File: src/rtl/koa_seq_mult.sv
// Sequential Karatsuba-Ofman multiplier: one (L+1)x(L+1) multiplier is time-shared
// across the three partial products, then a combine step forms the full 2*SW product.
module koa_seq_mult #(
    parameter int SW = 54
) (
    input  logic            clk,
    input  logic            rst_n,
    input  logic            start_i,
    input  logic [SW-1:0]   Data_A_i,
    input  logic [SW-1:0]   Data_B_i,
    input  logic            ack_i,
    output logic            ready_o,
    output logic            valid_o,
    output logic [2*SW-1:0] sgf_result_o
);

    localparam int H  = SW / 2;
    localparam int L  = SW - H;
    localparam int PW = 2 * L + 2;
    localparam int CW = 2 * SW + 2;
    localparam int RW = 2 * SW;

    typedef enum logic [2:0] {
        IDLE,
        MUL_L,
        MUL_R,
        MUL_M,
        COMB,
        DONE
    } state_t;

    state_t          state_q;
    logic [SW-1:0]   a_q, b_q;
    logic [PW-1:0]   ql_q, qr_q, qm_q;
    logic            valid_q;
    logic [RW-1:0]   result_q;
    logic [RW-1:0]   result_d;

    logic [H-1:0]    a_hi, b_hi;
    logic [L-1:0]    a_lo, b_lo;
    logic [L:0]      a_sum, b_sum;
    logic [L:0]      mul_a, mul_b;
    logic [PW-1:0]   mul_p;
    logic [CW-1:0]   ql_x, qr_x, qm_x;

    assign a_hi  = a_q[SW-1:L];
    assign a_lo  = a_q[L-1:0];
    assign b_hi  = b_q[SW-1:L];
    assign b_lo  = b_q[L-1:0];

    // Both sums carry one extra bit so the middle product never loses a carry.
    assign a_sum = {{(L+1-H){1'b0}}, a_hi} + {1'b0, a_lo};
    assign b_sum = {{(L+1-H){1'b0}}, b_hi} + {1'b0, b_lo};

    always_comb begin
        mul_a = '0;
        mul_b = '0;
        case (state_q)
            MUL_L: begin
                mul_a = {{(L+1-H){1'b0}}, a_hi};
                mul_b = {{(L+1-H){1'b0}}, b_hi};
            end
            MUL_R: begin
                mul_a = {1'b0, a_lo};
                mul_b = {1'b0, b_lo};
            end
            MUL_M: begin
                mul_a = a_sum;
                mul_b = b_sum;
            end
            default: begin
            end
        endcase
    end

    assign mul_p = {{(L+1){1'b0}}, mul_a} * {{(L+1){1'b0}}, mul_b};

    // Combine in a width two bits wider than the product so no intermediate wraps.
    assign ql_x     = {{(CW-PW){1'b0}}, ql_q};
    assign qr_x     = {{(CW-PW){1'b0}}, qr_q};
    assign qm_x     = {{(CW-PW){1'b0}}, qm_q};
    assign result_d = RW'((ql_x << (2 * L)) + ((qm_x - ql_x - qr_x) << L) + qr_x);

    always_ff @(posedge clk or negedge rst_n) begin
        if (!rst_n) begin
            state_q  <= IDLE;
            a_q      <= '0;
            b_q      <= '0;
            ql_q     <= '0;
            qr_q     <= '0;
            qm_q     <= '0;
            valid_q  <= 1'b0;
            result_q <= '0;
        end else begin
            case (state_q)
                IDLE: begin
                    if (start_i) begin
                        a_q     <= Data_A_i;
                        b_q     <= Data_B_i;
                        state_q <= MUL_L;
                    end
                end
                MUL_L: begin
                    ql_q    <= mul_p;
                    state_q <= MUL_R;
                end
                MUL_R: begin
                    qr_q    <= mul_p;
                    state_q <= MUL_M;
                end
                MUL_M: begin
                    qm_q    <= mul_p;
                    state_q <= COMB;
                end
                COMB: begin
                    result_q <= result_d;
                    valid_q  <= 1'b1;
                    state_q  <= DONE;
                end
                DONE: begin
                    if (ack_i) begin
                        valid_q <= 1'b0;
                        state_q <= IDLE;
                    end
                end
                default: state_q <= IDLE;
            endcase
        end
    end

    assign ready_o      = (state_q == IDLE);
    assign valid_o      = valid_q;
    assign sgf_result_o = result_q;

endmodule

File: config.mk
export PLATFORM = sky130hd
export DESIGN_NAME = koa_seq_mult
export DESIGN_NICKNAME = d
export VERILOG_FILES = /design/src/rtl/koa_seq_mult.sv
export SDC_FILE = /design/constraint.sdc
export NUM_CORES = 2
export LEC_CHECK = 0
export BUFFER_PORTS_ARGS = -buffer_cell sky130_fd_sc_hd__buf_4
export CAP_MARGIN = 20
export CELL_PAD_IN_SITES_DETAIL_PLACEMENT = 1
export CELL_PAD_IN_SITES_GLOBAL_PLACEMENT = 1
export CORE_MARGIN = 2
export CORE_UTILIZATION = 35
export CTS_BUF_LIST = sky130_fd_sc_hd__clkbuf_4
export CTS_CLUSTER_SIZE = 12
export DETAILED_ROUTE_END_ITERATION = 8
export GPL_TIMING_DRIVEN = 0
export PLACE_DENSITY_LB_ADDON = 0.3
export SYNTH_ARGS = -nofsm -noshare
export SYNTH_HDL_FRONTEND = slang
export SYNTH_SLANG_ARGS = --single-unit
File: constraint.sdc
create_clock -name clk -period 20.1 [get_ports clk]
set_clock_uncertainty 0.2 [all_clocks]
set_input_delay 6.03 -clock clk [delete_from_list [all_inputs] [get_ports clk]]
set_output_delay 6.03 -clock clk [all_outputs]
set_load 0.01 [all_outputs]
==> impl_metrics.json <==
{
  "insertion_delay_ns": 1.02,
  "post_cts_buffers": 0,
  "synth_compound_area_share_pct": 15.0,
  "avgSynthCellArea_sq_um": 8.52,
  "syn_inst": 6449,
  "place.gp.congestion": 1.02,
  "clockBufferDepth": 3,
  "cp_common_cell": "fa_1",
  "ant_nets": 0,
  "antenna_found_initial": 13,
  "synth_mux_area_share_pct": 2.59,
  "cts_sinks": 388,
  "cts.htree.levels": 3,
  "grt_pass1_vias": 52500,
  "path_max_fanout": 10,
  "dp.cells": 8760,
  "slew_headroom_pct": -2.96,
  "crit_type": "reg -> reg",
  "die_x_um": 400,
  "maxCapViolations": 0,
  "min_path_type": "reg -> reg",
  "vias": 48600,
  "cts_resized": 0,
  "layout.nets": 8138,
  "min_period_over_period_pct": 64.6,
  "startpoint_type": "flip-flop",
  "worst-endpoint-required_ns": 20.71,
  "drt_iter0_markers": 3150,
  "totalNegativeSetupSlack_ns": 0,
  "drive_gt1_share_pct": 9.17,
  "dp_hpwl_um": 197000,
  "yosysSeqAreaShare_pct": 17.7,
  "synth_adder_area_share_pct": 37.0,
  "max_stage_delay_ns": 0.95,
  "coreArea_sq_mm": 0.156,
  "numPortBuffers": 221,
  "fin_cells": 8955,
  "violations": "slew limit",
  "endpoint_kind": "flip-flop",
  "async_flop_share_pct": 100,
  "grt_start_max_net_pins": 119,
  "synthSimpleGateAreaFrac_pct": 14.6,
  "synth_top_family_by_area": "adder cells",
  "areaGrowthSynthToFinish_pct": 11.1,
  "synth_xor_area_share_pct": 4.23,
  "ys_warn_count": 0,
  "rsz0062_at_grt": "false",
  "drc_errors": 0,
  "finalSetupViolCount": 0,
  "hold_viol": 0,
  "die_h_um": 400,
  "status": "finished with violations",
  "synth_nets": 7775,
  "initial_core_util_pct": 35.2,
  "via_per_inst": 5.42,
  "grt-ovfl-total": 0,
  "drv_slew": 5,
  "num_io_pins": 222,
  "root_buffer": "clkbuf_4",
  "clkSlewWorstSetupHoldPaths_ns": 0.07,
  "cts_hold_buf": 0,
  "wl_um": 233000,
  "syn_area_sq_mm": 0.0549,
  "avgRoutedWirePerCell_um": 26.0,
  "period_needed_ns": 12.98,
  "dieArea_sq_mm": 0.160,
  "worstMarginPinSlew_ns": 1.54,
  "cts_buffers": 106,
  "max_freq_ghz": 0.0771,
  "synthFlopType": "dfrtp_1",
  "fill_cells": 18800,
  "cts_tree": "done",
  "row_count": 145,
  "synth-edff-count": 0,
  "grt_first_pass_wirelength_um": 344000,
  "synth_cell_types": 89,
  "cp_slowest_cell": "o21ai_2",
  "ys_ff_latch": 388,
  "first_pass_iters": 6,
  "grt_usage_pct": 29.2,
  "crit_arrival_ns": 13.58
}
-- per-stage QoR --
step / worst slack (ns) / cell area, sq um / util [%] / hold slack, ns
after floorplan: 10.52 / 54900 / - / 0.250
after global placement: 6.70 / 59200 / 37.9 / 0.262
after detailed placement: 7.56 / 59700 / 38.2 / 0.271
after CTS: 7.54 / 61000 / 39.1 / 0.285
after global routing: 6.80 / 61000 / 39.1 / 0.303
final: 7.12 / 61000 / 39.1 / 0.281
-- sequential cells by signal, indices dropped and copies added, names as in the netlist --
signal	count
qr_q	56
ql_q	56
b_q	54
sgf_result_o	108
a_q	54
valid_o	1
qm_q	56
state_q	3
-- cell usage in the layout (no fill, tap or decap), drive strengths merged, types with 29 or more instances in the layout --
cell type / count
nand2: 1064
inv: 1015
fa: 681
ha: 533
o21ai: 425
clkbuf: 406
dfrtp: 388
nor2: 335
a21oi: 313
buf: 288
a21o: 190
xnor2: 163
mux2: 122
and2: 107
xor2: 102
nand3: 71
o21bai: 56
nand4: 55
nor3: 52
and3: 44
o21a: 37
a22oi: 36
a31oi: 33
a211oi: 33
nor2b: 32
clkinv: 30
o211ai: 29
-- cells by family (layout without fill, tap and decap cells) --
kind of cell,after synthesis,count (layout)
mux,127,127
simple gates,1858,1858
xor+xnor,265,265
fa+ha+maj,1214,1214
compound gates,1297,1297
flops,388,388
buf+inv,1300,1742
other cells,0,6
-- routing by layer --
metal	GRT usage, %	wire length (um)	up-vias
li1	-	-	21700
met1	35.1	91500	24700
met2	49.0	110000	1600
met3	4.97	14600	609
met4	17.5	16800	8
met5	0	51	-
-- Yosys cell counts, types with 9 or more instances --
cell / count / area [sq um]
o21ai_1: 26 / 130
o211ai_1: 27 / 203
buf_2: 14 / 70.1
nor2b_1: 32 / 200
xor2_1: 102 / 893
fa_1: 681 / 13600
o21a_1: 37 / 278
and4_1: 9 / 78.8
o21ai_0: 396 / 1980
nand2b_1: 19 / 119
and2_1: 107 / 669
a211o_1: 9 / 78.8
nand2_1: 1064 / 3990
nor2_1: 335 / 1260
a21boi_0: 11 / 82.6
nand3_1: 71 / 355
or3_1: 22 / 138
xnor2_1: 163 / 1430
clkbuf_1: 252 / 946
or2_2: 17 / 106
a21oi_1: 310 / 1550
mux2_2: 122 / 1370
ha_1: 533 / 6670
nand4_1: 55 / 344
a31oi_1: 30 / 188
a22oi_1: 36 / 270
inv_1: 1013 / 3800
a211oi_1: 26 / 195
and3_1: 44 / 275
o31ai_1: 18 / 135
a21o_1: 190 / 1430
nor4_1: 13 / 81.3
nor3_1: 51 / 255
dfrtp_1: 388 / 9710
o21bai_1: 55 / 413
buf_1: 18 / 67.6
-- worst max-delay path: cells and delay by family (launching register included) --
family,cells,cell delay (ns)
AOI/OAI and AO/OA,9,3.04
xor gates and xnor gates,1,0.55
adders and majority gates,8,3.97
buffers and inverters,9,2.46
DFF,1,0.43
muxes,1,0.34
and+or+nand+nor,4,1.83
-- path summary, 6_finish.rpt --
check | depth (start not counted) | start | endpoint | slack, ns
min | 2 | qr_q[7] | qr_q[7] | 0.28
max | 32 | state_q[1] | qm_q[53] | 7.12
min reg2reg | 2 | qr_q[7] | qr_q[7] | 0.28
max reg2reg | 32 | state_q[1] | qm_q[53] | 7.12
max in group asynchronous | 3 | rst_n | a_q[24] | 13.46
min in group asynchronous | 1 | rst_n | sgf_result_o[85] | 4.76
-- cell type report --
type	count	area, sq um	area share, %
diodes	6	15.0	0.0246
plain buffers	286	1100	1.80
clock buffers	153	1150	1.88
clock inverters	34	174	0.285
inverters	1014	3810	6.24
multi-input cells	4761	40400	66.1
flip-flops and latches	388	9710	15.9
well taps	2058	2570	4.22
repair buffers	255	2140	3.50
Power is not shown: default switching activity piles up to over one toggle a cycle in this logic, so the estimate is an artifact.
